$ cat src/rtl/fifo_drain_pkg.sv
// Shared types and constants for the capture-FIFO drain serializer.
// Latency: none (package only).
// Backpressure: none (package only).
package fifo_drain_pkg;

   typedef enum logic [1:0] {
      IDLE = 2'd0,
      REQ  = 2'd1,
      WAIT = 2'd2,
      SEND = 2'd3
   } state_t;

   localparam int         DEFAULT_DATA_WIDTH = 48;
   localparam logic [7:0] DEFAULT_SYNC_BYTE  = 8'hA5;
   localparam int         DEFAULT_BYTES      = DEFAULT_DATA_WIDTH / 8;

   // Frame lengths in bytes for the default record width
   localparam int FRAME_LEN_PLAIN = DEFAULT_BYTES + 1;
   localparam int FRAME_LEN_CSUM  = DEFAULT_BYTES + 2;

   // Sync byte + data bytes, plus one trailing checksum byte when enabled
   function automatic int frame_len(input int data_width, input bit csum_en);
      return (data_width / 8) + (csum_en ? 2 : 1);
   endfunction

endpackage

$ cat src/rtl/fifo_drain_serializer.sv
// Drains the capture FIFO one record at a time and emits each as a framed byte stream (sync, data MSB first, optional checksum).
// Latency: first byte valid 2 cycles after the edge that sees !fifo_empty; one byte per cycle while tx_ready is high.
// Backpressure: tx_ready low holds tx_data/tx_valid stable; no new FIFO read until the current frame is fully accepted.
// Optional trailing XOR checksum byte is built in when FIFO_DRAIN_CHECKSUM_EN is defined.
module fifo_drain_serializer
   import fifo_drain_pkg::*;
#(
   parameter int         DATA_WIDTH = DEFAULT_DATA_WIDTH,
   parameter logic [7:0] SYNC_BYTE  = DEFAULT_SYNC_BYTE
) (
   input  logic                  clk,
   input  logic                  reset,
   input  logic                  fifo_empty,
   output logic                  fifo_read_enabled,
   input  logic [DATA_WIDTH-1:0] fifo_data_out,
   input  logic                  fifo_data_out_valid,
   output logic [7:0]            tx_data,
   output logic                  tx_valid,
   input  logic                  tx_ready,
   output logic                  busy,
   output logic [15:0]           records_sent
);

`ifdef FIFO_DRAIN_CHECKSUM_EN
   localparam bit CSUM_EN = 1'b1;
`else
   localparam bit CSUM_EN = 1'b0;
`endif

   localparam int            BYTES     = DATA_WIDTH / 8;
   localparam int            FRAME_LEN = frame_len(DATA_WIDTH, CSUM_EN);
   localparam int            IW        = $clog2(FRAME_LEN);
   // idx is the frame position of the byte currently on tx_data (0 = sync)
   localparam logic [IW-1:0] LAST_IDX  = IW'(FRAME_LEN - 1);
`ifdef FIFO_DRAIN_CHECKSUM_EN
   localparam logic [IW-1:0] LAST_DATA_IDX = IW'(BYTES);
`endif

   state_t                state, state_nx;
   logic [DATA_WIDTH-1:0] shreg, shreg_nx;
   logic [IW-1:0]         idx, idx_nx;
   logic [7:0]            tx_data_nx;
   logic                  tx_valid_nx;
   logic                  rd_nx;
   logic                  frame_done;
`ifdef FIFO_DRAIN_CHECKSUM_EN
   logic [7:0]            csum, csum_nx;
`endif

   // Next-state, next-output and datapath update logic
   always_comb begin
      state_nx    = state;
      shreg_nx    = shreg;
      idx_nx      = idx;
      tx_data_nx  = tx_data;
      tx_valid_nx = tx_valid;
      rd_nx       = 1'b0;
      frame_done  = 1'b0;
`ifdef FIFO_DRAIN_CHECKSUM_EN
      csum_nx     = csum;
`endif
      case (state)
         IDLE: begin
            if (!fifo_empty) begin
               state_nx = REQ;
               rd_nx    = 1'b1;
            end
         end
         REQ: begin
            state_nx = WAIT;
         end
         WAIT: begin
            if (fifo_data_out_valid) begin
               shreg_nx    = fifo_data_out;
               tx_data_nx  = SYNC_BYTE;
               tx_valid_nx = 1'b1;
               idx_nx      = '0;
               state_nx    = SEND;
`ifdef FIFO_DRAIN_CHECKSUM_EN
               csum_nx     = 8'h00;
`endif
            end else begin
               // FIFO claimed data but returned none: drop back and re-poll
               state_nx = IDLE;
            end
         end
         SEND: begin
            if (tx_valid && tx_ready) begin
               if (idx == LAST_IDX) begin
                  tx_valid_nx = 1'b0;
                  frame_done  = 1'b1;
                  state_nx    = IDLE;
               end else begin
                  idx_nx = idx + 1'b1;
`ifdef FIFO_DRAIN_CHECKSUM_EN
                  if (idx == LAST_DATA_IDX) begin
                     tx_data_nx = csum;
                  end else begin
                     tx_data_nx = shreg[DATA_WIDTH-1 -: 8];
                     shreg_nx   = shreg << 8;
                     csum_nx    = csum ^ shreg[DATA_WIDTH-1 -: 8];
                  end
`else
                  tx_data_nx = shreg[DATA_WIDTH-1 -: 8];
                  shreg_nx   = shreg << 8;
`endif
               end
            end
         end
         default: state_nx = IDLE;
      endcase
   end

   // State register and registered outputs
   always_ff @(posedge clk or posedge reset) begin
      if (reset) begin
         state             <= IDLE;
         shreg             <= '0;
         idx               <= '0;
         tx_data           <= 8'h00;
         tx_valid          <= 1'b0;
         fifo_read_enabled <= 1'b0;
         busy              <= 1'b0;
         records_sent      <= 16'h0000;
`ifdef FIFO_DRAIN_CHECKSUM_EN
         csum              <= 8'h00;
`endif
      end else begin
         state             <= state_nx;
         shreg             <= shreg_nx;
         idx               <= idx_nx;
         tx_data           <= tx_data_nx;
         tx_valid          <= tx_valid_nx;
         fifo_read_enabled <= rd_nx;
         busy              <= (state_nx != IDLE);
`ifdef FIFO_DRAIN_CHECKSUM_EN
         csum              <= csum_nx;
`endif
         if (frame_done) begin
            records_sent <= records_sent + 16'd1;
         end
      end
   end

endmodule

$ cat config.mk
export PLATFORM = sky130hd
export DESIGN_NAME = fifo_drain_serializer
export DESIGN_NICKNAME = d
export VERILOG_FILES = /design/src/rtl/fifo_drain_pkg.sv /design/src/rtl/fifo_drain_serializer.sv
export SDC_FILE = /design/constraint.sdc
export NUM_CORES = 1
export LEC_CHECK = 0
export CAP_MARGIN = 40
export CORE_ASPECT_RATIO = 1.2
export CORE_MARGIN = 8
export CORE_UTILIZATION = 48
export DETAILED_ROUTE_END_ITERATION = 12
export GPL_TIMING_DRIVEN = 0
export PLACE_DENSITY = 0.82
export SYNTH_ARGS = -nofsm -noshare
export SYNTH_HDL_FRONTEND = slang
export SYNTH_SLANG_ARGS = --single-unit
$ cat constraint.sdc
create_clock -name clk -period 3.3 [get_ports clk]
set_input_delay 0.66 -clock clk [delete_from_list [all_inputs] [get_ports clk]]
set_output_delay 0.66 -clock clk [all_outputs]
set_load 0.05 [all_outputs]
* Word level (Yosys, flattened, before mapping)
Index checks and enable logic that the tools add are counted.
** Cells by class
- $add $sub $neg :: 2
- Equal/unequal tests :: 8
- Multiplexer cells :: 26
- Reductions and logical operators :: 6
** Operators with widths (number)
- 48-bit 2-to-1 mux :: 3
- 48-bit one-hot mux with 2 select lines :: 1
- 8-bit 2-to-1 mux :: 3
- 16-bit by 1-bit adder with 16-bit output, second input constant :: 1
- 8-bit one-hot mux with 2 select lines :: 1
- 3-bit 2-to-1 mux :: 3
- 1-bit 2-to-1 mux :: 8
- 2-bit 2-to-1 mux :: 4
- 2-bit != test, second input constant :: 4
- 2-bit one-hot mux with 4 select lines :: 1
- 4-bit AND reduction :: 2
- 3-bit one-hot mux with 2 select lines :: 1
- 2-bit == test, second input constant :: 2
- 2-bit nonzero test :: 2
- 3-bit by 1-bit adder with 3-bit output, second input constant :: 1
- 3-bit == test, second input constant :: 1
- 2-bit by 1-bit == test with 1-bit output, second input constant :: 1
- 2-bit logical NOT :: 1
- 1-bit one-hot mux with 2 select lines :: 1
- 1-bit logical AND :: 1
** Word-level totals
- Flip-flop bits (word level) :: 80
- Input port bits :: 53
- Word-level logic and storage cells :: 50

* Longest topological paths before layout
Gate-level depths: netlist (run 1).
- Depth after elaboration :: 5
- Gate-level depth with buffers :: 7
- Depth with buffers taken out :: 6

* Worst setup path before layout (run 1)
OpenSTA, ideal clock, no wires.
- Path kind :: register -> register
- Start point :: reg tx_valid
- End point :: reg shreg[10]
- Setup time :: 0.127 ns
- Data arrival time :: 1.793 ns
- Data required time :: 3.173 ns
- Path slack :: 1.379 ns
- Cell stages (with the launch flop) :: 7
- Period minus slack after synthesis :: 1.921 ns
- Cells stage by stage :: dfrtp_1 > nand3_1 > a21oi_2 > o21a_1 > buf_6 > buf_6 > mux2_1
** On the way
- Longest elaborated chain between the ends :: 3
** RTL lines
- from (decl) :: RTL line fifo_drain_serializer.sv:18 : output logic tx_valid,
- from (signal assigned) :: RTL line fifo_drain_serializer.sv:133 : tx_valid <= tx_valid_nx;
- 1-bit logical AND :: RTL line fifo_drain_serializer.sv:88 : if (tx_valid && tx_ready) begin
- 2-bit != test (no line)
- 4-bit AND reduction (no line)
- to (signal assigned) :: RTL line fifo_drain_serializer.sv:130 : shreg <= shreg_nx;
- to (decl) :: RTL line fifo_drain_serializer.sv:40 : logic [DATA_WIDTH-1:0] shreg, shreg_nx;
No other way between the ends.
A chain may end at the register's enable or synchronous reset.

* Final worst setup path (run 1)
- Start point :: reg records_sent[4]
- End point :: out records_sent[4]
** RTL lines
- from (decl) :: RTL line fifo_drain_serializer.sv:21 : output logic [15:0] records_sent
- from (signal assigned) :: RTL line fifo_drain_serializer.sv:140 : records_sent <= records_sent + 16'd1;
No word-level cell between the ends.

==> qor.txt, run 1 <==
STATUS
-----------------------------------------------------------------------------------------------
Result of the run ................................................................    completed

LOGIC SYNTHESIS
-----------------------------------------------------------------------------------------------
Number of enable-type register cells in the synthesized netlist ..................            0
Part of the Yosys area used for sequential elements ..............................       52.89%
Ys async rst share ...............................................................       100.0%
Distinct cell type count after synthesis .........................................           40
Synthesized Nets .................................................................          320
Synth warnings ...................................................................            0
Flops & latches, synth ...........................................................           80
Average cell area after synthesis ................................................  14.34 sq um
Syn Std Cell Area ................................................................ 0.003785 sq mm
Most used flip-flop cell after synthesis ......................................... sky130_fd_sc_hd__dfrtp_1
Gate count after technology mapping ..............................................          264

SETUP PATH
-----------------------------------------------------------------------------------------------
Worst EP arrival .................................................................      1640 ps
Sequence of cells on the critical path ........................................... clkdlybuf4s50_1
Reg-to-reg critical path endpoint ................................................     shreg[8]
Reg2Reg Depth ....................................................................            7
Cell at the slowest stage of the critical path ................................... sky130_fd_sc_hd__clkdlybuf4s50_1
Register-to-register setup slack .................................................      1380 ps
Required time of the critical path ...............................................      2640 ps
Critical path startpoint category ................................................    flip-flop
Number of buffers and inverters on the critical path .............................            1
Crit Path Class .................................................................. flip-flop to output port
Reg-to-Reg Start .................................................................       idx[0]
Gate family responsible for the most delay along the worst path .................. buffers and inverters
Worst path max stage delay .......................................................       850 ps
Critical path fanouts, max .......................................................            6
Type of element capturing the critical path ......................................  output port

STA
-----------------------------------------------------------------------------------------------
Actual slew at the worst max-slew pin ............................................     611.1 ps
Unrepaired setup endpoints after global routing ..................................           no
Final clock skew .................................................................     7.411 ps
Final critical-path required period ..............................................      2304 ps
Slew margin rel. .................................................................       59.11%
Highest attainable clock frequency ...............................................    434.0 MHz
Final hold viol count ............................................................            0
Count of final max-slew check failures ...........................................            0
Setup TNS ........................................................................         0 ps
Final setup viols ................................................................            0
Final critical-path share of the clock period ....................................       69.82%

POWER AND IR DROP
-----------------------------------------------------------------------------------------------
VDD IR max .......................................................................  0.0004552 V
Total power per unit cell area ................................................... 868.7 mW/mm^2
Switch Pwr .......................................................................     1.367 mW
Share of total power consumed by net switching ...................................       31.84%
Total power after layout .........................................................     4.292 mW
Combinational fraction of design power ...........................................        44.2%
Proportion of power drawn by the clock network ...................................        18.6%
Sequential power share ...........................................................        37.1%
LEAKAGE ..........................................................................     2.153 nW
Power Internal ...................................................................     2.925 mW

LAYOUT
-----------------------------------------------------------------------------------------------
Total of fill cells in the finished design .......................................          548
Area growth from synthesis to final layout .......................................       30.55%
Number of diodes .................................................................            0
Number of standard cells in the layout, taps in and fillers out ..................          451
Core utilization of the finished layout ..........................................       64.47%
Summed area of non-filler cells in the final layout .............................. 0.004941 sq mm
Share of post-route cells with drive strength above 1 ............................       29.81%
Net total in the final layout ....................................................          411

FLOORPLAN
-----------------------------------------------------------------------------------------------
Horizontal die dimension .........................................................     97.06 um
Core Area ........................................................................ 0.007664 sq mm
Die Ht ...........................................................................     113.3 um
I/O pin cnt ......................................................................           80
Area enclosed by the die boundary ................................................ 0.01099 sq mm
Std-Cell Rows ....................................................................           35
Starting utilization of the core area ............................................       49.39%

DETAILED ROUTING
-----------------------------------------------------------------------------------------------
DR vias/cell .....................................................................        5.242
Vias post-DR .....................................................................         2364
Router iterations before antenna repair ..........................................            4
First-iteration detailed-routing DRC count .......................................           80
Detailed-route wire length per cell ..............................................     18.12 um
Total Wirelength .................................................................      8173 um
Total DRC errors in the routed layout ............................................            0
Number of routed nets with antenna violations ....................................            0

CLOCKING
-----------------------------------------------------------------------------------------------
CTS Sinks ........................................................................           80
Worst-skew pair later-pin latency ................................................       350 ps
Clock tree from TritonCTS ........................................................         done
Clock Root Buffer ................................................................ sky130_fd_sc_hd__clkbuf_8
Clock input transition at the sequential cells of the worst setup and hold paths .        80 ps
Post-CTS Setup Inserts ...........................................................            0
Quantity of hold-fixing buffers added after cts ..................................            0
H-tree depth .....................................................................            3
Maximum buffer depth of the clock tree ...........................................            2
Number of buffers added by the clock tree synthesis step .........................            9
Post-CTS Resized .................................................................            0

MIN PATH
-----------------------------------------------------------------------------------------------
Hold EP .......................................................................... records_sent[15]
Worst hold path stage count ......................................................            1
Class of the most critical hold timing path ...................................... flip-flop to flip-flop
Source of the worst hold timing path ............................................. records_sent[15]

GRT
-----------------------------------------------------------------------------------------------
Total congestion overflow ........................................................            0
Number of global-route vias before repair ........................................         2679
Initial antenna violation count ..................................................            0
Total routing resource utilization after global routing ..........................       15.42%
Wire length of the first global-routing pass .....................................     13740 um
Maximum number of pins on one net before global-route repair .....................           51

JOB
-----------------------------------------------------------------------------------------------
Max-capacitance violation count ..................................................            0

PLACED DESIGN
-----------------------------------------------------------------------------------------------
Number of buffer cells added on primary ports ....................................           79
Number of cells after detailed placement .........................................          436
Last weighted congestion value of the routability-driven placer ..................       0.7410
DP Area .......................................................................... 0.004721 sq mm
Half-perimeter wire length after placement .......................................      6140 um

==> stage by stage <==
step | hold slack (ps) | setup WS [ps]
floorplan | 452.2 | 588.3
global placement | 460.7 | -659.0
detailed placement | 461.8 | 701.0
CTS | 476.3 | 980.6
global route | 500.9 | 938.4
finish | 470.5 | 996.1
==> worst max-delay path by stage <==
stage | start | endpoint | slack [ps] | cells past startpoint
5_1_grt | records_sent[4] | records_sent[4] | 940 | 1
2_1_floorplan | reset | busy | 590 | 1
6_report | records_sent[4] | records_sent[4] | 1000 | 1
4_1_cts | records_sent[4] | records_sent[4] | 980 | 1
3_3_place_gp | reset | shreg[40] | -660 | 2
3_5_place_dp | tx_ready | shreg[11] | 700 | 7
==> power groups by stage <==
stage               sequential (mW)  clock [mW]  combinational, mW
CTS                            1.59       0.815               1.93
floorplan                      1.69           0               1.36
global placement               1.59           0               1.86
detailed placement             1.60           0               1.92
global route                   1.64       0.872               2.02
finish                         1.59       0.800               1.90
==> cells in the final DEF, fill, tap and decap left out, types with 2 or more instances in the layout <==
cell type / count
sky130_fd_sc_hd__dfrtp_1: 80
sky130_fd_sc_hd__clkdlybuf4s50_1: 79
sky130_fd_sc_hd__mux2_2: 47
sky130_fd_sc_hd__mux2_4: 30
sky130_fd_sc_hd__a22o_1: 12
sky130_fd_sc_hd__clkbuf_8: 11
sky130_fd_sc_hd__xnor2_1: 10
sky130_fd_sc_hd__nand2_1: 9
sky130_fd_sc_hd__nand3_1: 6
sky130_fd_sc_hd__nor2_1: 6
sky130_fd_sc_hd__clkbuf_1: 5
sky130_fd_sc_hd__xor2_1: 5
sky130_fd_sc_hd__o22a_1: 4
sky130_fd_sc_hd__inv_1: 4
sky130_fd_sc_hd__mux2_1: 4
sky130_fd_sc_hd__nand4_1: 3
sky130_fd_sc_hd__buf_2: 3
sky130_fd_sc_hd__buf_12: 3
sky130_fd_sc_hd__a21oi_1: 3
sky130_fd_sc_hd__ha_1: 3
sky130_fd_sc_hd__nor4_2: 2
sky130_fd_sc_hd__and4_1: 2
sky130_fd_sc_hd__buf_6: 2
sky130_fd_sc_hd__o21ai_0: 2
sky130_fd_sc_hd__nor3_1: 2
sky130_fd_sc_hd__bufinv_16: 2
==> layer usage <==
layer | routed length [um] | vias to the layer above | global-route usage (%)
li1 | - | 1127 | -
met1 | 3707 | 1169 | 18.45
met2 | 3987 | 61 | 25.63
met3 | 392 | 7 | 5.119
met4 | 85 | 0 | 4.625
met5 | 0 | - | 0
==> sequential cells by signal, summed over array words and instances, names as in the netlist <==
name               cells
fifo_read_enabled      1
records_sent          16
shreg                 48
tx_valid               1
idx                    3
busy                   1
state                  2
tx_data                8
==> cell usage after synthesis (2+ instances only) <==
cell	count	area, sq um
sky130_fd_sc_hd__inv_1	5	18.77
sky130_fd_sc_hd__dfrtp_1	80	2002
sky130_fd_sc_hd__nor3_1	2	10.01
sky130_fd_sc_hd__o21ai_0	2	10.01
sky130_fd_sc_hd__nor4_2	2	25.02
sky130_fd_sc_hd__mux2_4	30	450.4
sky130_fd_sc_hd__ha_1	3	37.54
sky130_fd_sc_hd__o22a_1	4	35.03
sky130_fd_sc_hd__buf_2	3	15.01
sky130_fd_sc_hd__a21oi_1	3	15.01
sky130_fd_sc_hd__mux2_1	4	45.04
sky130_fd_sc_hd__nand3_1	6	30.03
sky130_fd_sc_hd__mux2_2	47	529.3
sky130_fd_sc_hd__xor2_1	5	43.79
sky130_fd_sc_hd__nor2_1	6	22.52
sky130_fd_sc_hd__clkbuf_1	4	15.01
sky130_fd_sc_hd__and4_1	2	17.52
sky130_fd_sc_hd__nand4_1	3	18.77
sky130_fd_sc_hd__xnor2_1	10	87.58
sky130_fd_sc_hd__buf_6	2	22.52
sky130_fd_sc_hd__a22o_1	12	105.1
sky130_fd_sc_hd__buf_12	3	60.06
sky130_fd_sc_hd__nand2_1	9	33.78
==> cells by family after synthesis <==
kind of cell | share of synthesized area, %
DFF | 52.89
AOI/OAI and AO/OA | 5.620
xor gates and xnor gates | 3.471
muxes | 27.34
buffers and inverters | 3.669
and+or+nand+nor | 6.017
adders and majority gates | 0.9918
==> cell type report <==
type / count / area, sq um / share of cell area, %
Multi-Input combinational cell: 166 / 1644 / 33.27
Buffer: 13 / 120.1 / 2.431
Sequential cell: 80 / 2002 / 40.52
Clock buffer: 12 / 155.1 / 3.140
Inverter: 5 / 21.27 / 0.4305
Tap cell: 92 / 115.1 / 2.330
Timing Repair Buffer: 80 / 818.3 / 16.56
Clock inverter: 3 / 65.06 / 1.317
(Power assumes the default switching activity.)
==> inputs of run 2 (changes only) <==
--- a/config.mk
+++ b/config.mk
@@ -8,7 +8,7 @@
 export CAP_MARGIN = 40
 export CORE_ASPECT_RATIO = 1.2
 export CORE_MARGIN = 8
-export CORE_UTILIZATION = 48
+export CORE_UTILIZATION = 46
 export DETAILED_ROUTE_END_ITERATION = 12
 export GPL_TIMING_DRIVEN = 0
 export PLACE_DENSITY = 0.82
==> constraint.sdc (replaced) <==
create_clock -name clk -period 1.9 [get_ports clk]
set_input_delay 0.38 -clock clk [delete_from_list [all_inputs] [get_ports clk]]
set_output_delay 0.38 -clock clk [all_outputs]
set_load 0.05 [all_outputs]
==> run 2 against run 1 <==
Compared with the run above:
- combinational power increased by 75%
- design area down 0.66%
- worst setup slack lost 920 ps
- critical path depth up 6
- largest cell class unchanged
==> qor.txt, run 2 (synthesis gave the netlist of run 1 again) <==
GRT
-----------------------------------------------------------------------------------------------
Wire length of the first global-routing pass .....................................     13210 um
Number of global-route vias before repair ........................................         2613
Initial antenna violation count ..................................................            0
Total congestion overflow ........................................................            0
Maximum number of pins on one net before global-route repair .....................           41
Global routing met3 resource utilization .........................................       4.603%
Layer carrying the most global-route usage .......................................         met2
Total routing resource utilization after global routing ..........................       14.75%
Met2 track utilization from global routing .......................................       24.55%
Global-route met1 utilization ....................................................       17.73%

SETUP PATH
-----------------------------------------------------------------------------------------------
Cell at the slowest stage of the critical path ................................... sky130_fd_sc_hd__clkdlybuf4s50_1
Required time of the critical path ...............................................      2130 ps
Worst EP arrival .................................................................      2050 ps
Register-to-register setup slack .................................................       100 ps
Type of element capturing the critical path ......................................    flip-flop
Critical path startpoint category ................................................ primary input
Reg2Reg Depth ....................................................................            7
Gate family responsible for the most delay along the worst path .................. buffers and inverters
Critical path fanouts, max .......................................................           10
Number of buffers and inverters on the critical path .............................            3
Sequence of cells on the critical path ........................................... clkdlybuf4s50_1 -> nand3_1 -> a21oi_2 -> o21a_1 -> buf_12 -> buf_6 -> mux2_1
Worst path max stage delay .......................................................       510 ps
Logic depth of the worst path, buffers included ..................................            7
Crit Path Class .................................................................. primary input to flip-flop

STA
-----------------------------------------------------------------------------------------------
Actual slew at the worst max-slew pin ............................................     711.9 ps
Unrepaired setup endpoints after global routing ..................................          yes
Final critical-path share of the clock period ....................................       96.01%
Count of final max-slew check failures ...........................................            0
Fin worst setup slack ............................................................     75.73 ps
Final setup viols ................................................................            0
Final clock skew .................................................................     10.16 ps
Hold WS ..........................................................................     364.7 ps
Final critical-path required period ..............................................      1824 ps
Highest attainable clock frequency ...............................................    548.2 MHz
Slew margin rel. .................................................................       52.37%
Final hold viol count ............................................................            0

LAYOUT
-----------------------------------------------------------------------------------------------
Number of diodes .................................................................            0
Commonest non-fill, non-tap cells in the layout .................................. sky130_fd_sc_hd__dfrtp_1 (79), sky130_fd_sc_hd__clkdlybuf4s50_1 (52), sky130_fd_sc_hd__mux2_2 (47)
Share of post-route cells with drive strength above 1 ............................       31.22%
Area growth from synthesis to final layout .......................................       29.69%
Core utilization of the finished layout ..........................................       60.88%
Most common cell after layout, fill and taps aside ............................... sky130_fd_sc_hd__dfrtp_1
Net total in the final layout ....................................................          413
Number of standard cells in the layout, taps in and fillers out ..................          457
Register ranked first by flip-flop count .........................................        shreg
Max FFs per register .............................................................           48
Biggest registers after layout ................................................... shreg x48, records_sent x16, tx_data x8

POWER AND IR DROP
-----------------------------------------------------------------------------------------------
LEAKAGE ..........................................................................     2.259 nW
VDD IR max .......................................................................  0.0006568 V
Total power per unit cell area ................................................... 1458 mW/mm^2
Total power after layout .........................................................     7.157 mW

CLOCKING
-----------------------------------------------------------------------------------------------
Clock tree from TritonCTS ........................................................         done
Clock input transition at the sequential cells of the worst setup and hold paths .        90 ps
H-tree depth .....................................................................            3
Quantity of hold-fixing buffers added after cts ..................................            0
CTS Sinks ........................................................................           80
Maximum buffer depth of the clock tree ...........................................            2
Clock Root Buffer ................................................................ sky130_fd_sc_hd__clkbuf_8
Number of buffers added by the clock tree synthesis step .........................            9
Worst-skew pair later-pin latency ................................................       350 ps

MIN PATH
-----------------------------------------------------------------------------------------------
Class of the most critical hold timing path ...................................... primary input to asynchronous set/reset pin

DETAILED ROUTING
-----------------------------------------------------------------------------------------------
Total Wirelength .................................................................      8033 um
Total DRC errors in the routed layout ............................................            0
Number of routed nets with antenna violations ....................................            0
First-iteration detailed-routing DRC count .......................................           53
DR vias/cell .....................................................................        5.282
Router iterations before antenna repair ..........................................            4
Vias post-DR .....................................................................         2414
Detailed-route wire length per cell ..............................................     17.58 um

PLACED DESIGN
-----------------------------------------------------------------------------------------------
Number of cells after detailed placement .........................................          440
Last weighted congestion value of the routability-driven placer ..................       0.7868
Half-perimeter wire length after placement .......................................      6079 um
Number of buffer cells added on primary ports ....................................           79
Post-placement worst setup slack .................................................    -367.7 ps

FLOORPLAN
-----------------------------------------------------------------------------------------------
Horizontal die dimension .........................................................     98.81 um
I/O pin cnt ......................................................................           80
Die Ht ...........................................................................     115.4 um
Core Area ........................................................................ 0.008063 sq mm
Area enclosed by the die boundary ................................................ 0.01140 sq mm
Starting utilization of the core area ............................................       46.94%
Std-Cell Rows ....................................................................           36

JOB
-----------------------------------------------------------------------------------------------
Max-capacitance violation count ..................................................            0

STATUS
-----------------------------------------------------------------------------------------------
Result of the run ................................................................    completed

run 2: area by class of cell:
type | count | area (sq um)
flip-flops and latches | 80 | 2003
well taps | 95 | 118.9
multi-input cells | 166 | 1644
plain buffers | 12 | 127.6
fillers | 657 | 3154
repair buffers | 83 | 827.0
inverters | 5 | 22.52
clock inverters | 5 | 33.78
clock buffers | 11 | 131.4
run 2: per-stage QoR:
stage	setup TNS, ps	cell area, sq um
floorplan	0	3790
global placement	-37650	4700
detailed placement	-16030	4740
CTS	0	4883
global route	-166.0	4908
finish	0	4908
run 2: timing repair:
item	in CTS	in global routing
endpoints found under the setup margin	24	35
buffers inserted	1	1
resized for setup	23	10
run 2: path summary, 6_finish.rpt:
path	from	end
max	tx_ready	shreg[9]
min	reset	shreg[1]
max reg2reg	idx[0]	shreg[9]
min reg2reg	records_sent[15]	records_sent[15]
max in group asynchronous	reset	idx[0]
min in group clk	records_sent[15]	records_sent[15]
run 2: power by group:
| part | switching (mW) | internal, mW |
|---|---|---|
| registers | 0.393 | 2.36 |
| logic | 1.41 | 1.91 |
| clock network | 0.608 | 0.473 |
| total | 2.41 | 4.75 |
run 2: routing by layer:
layer / vias to the layer above / share of wire, %
met4: 0 / 1.3
met5: - / 0
met1: 1201 / 43
met3: 9 / 5.7
li1: 1137 / -
met2: 67 / 50
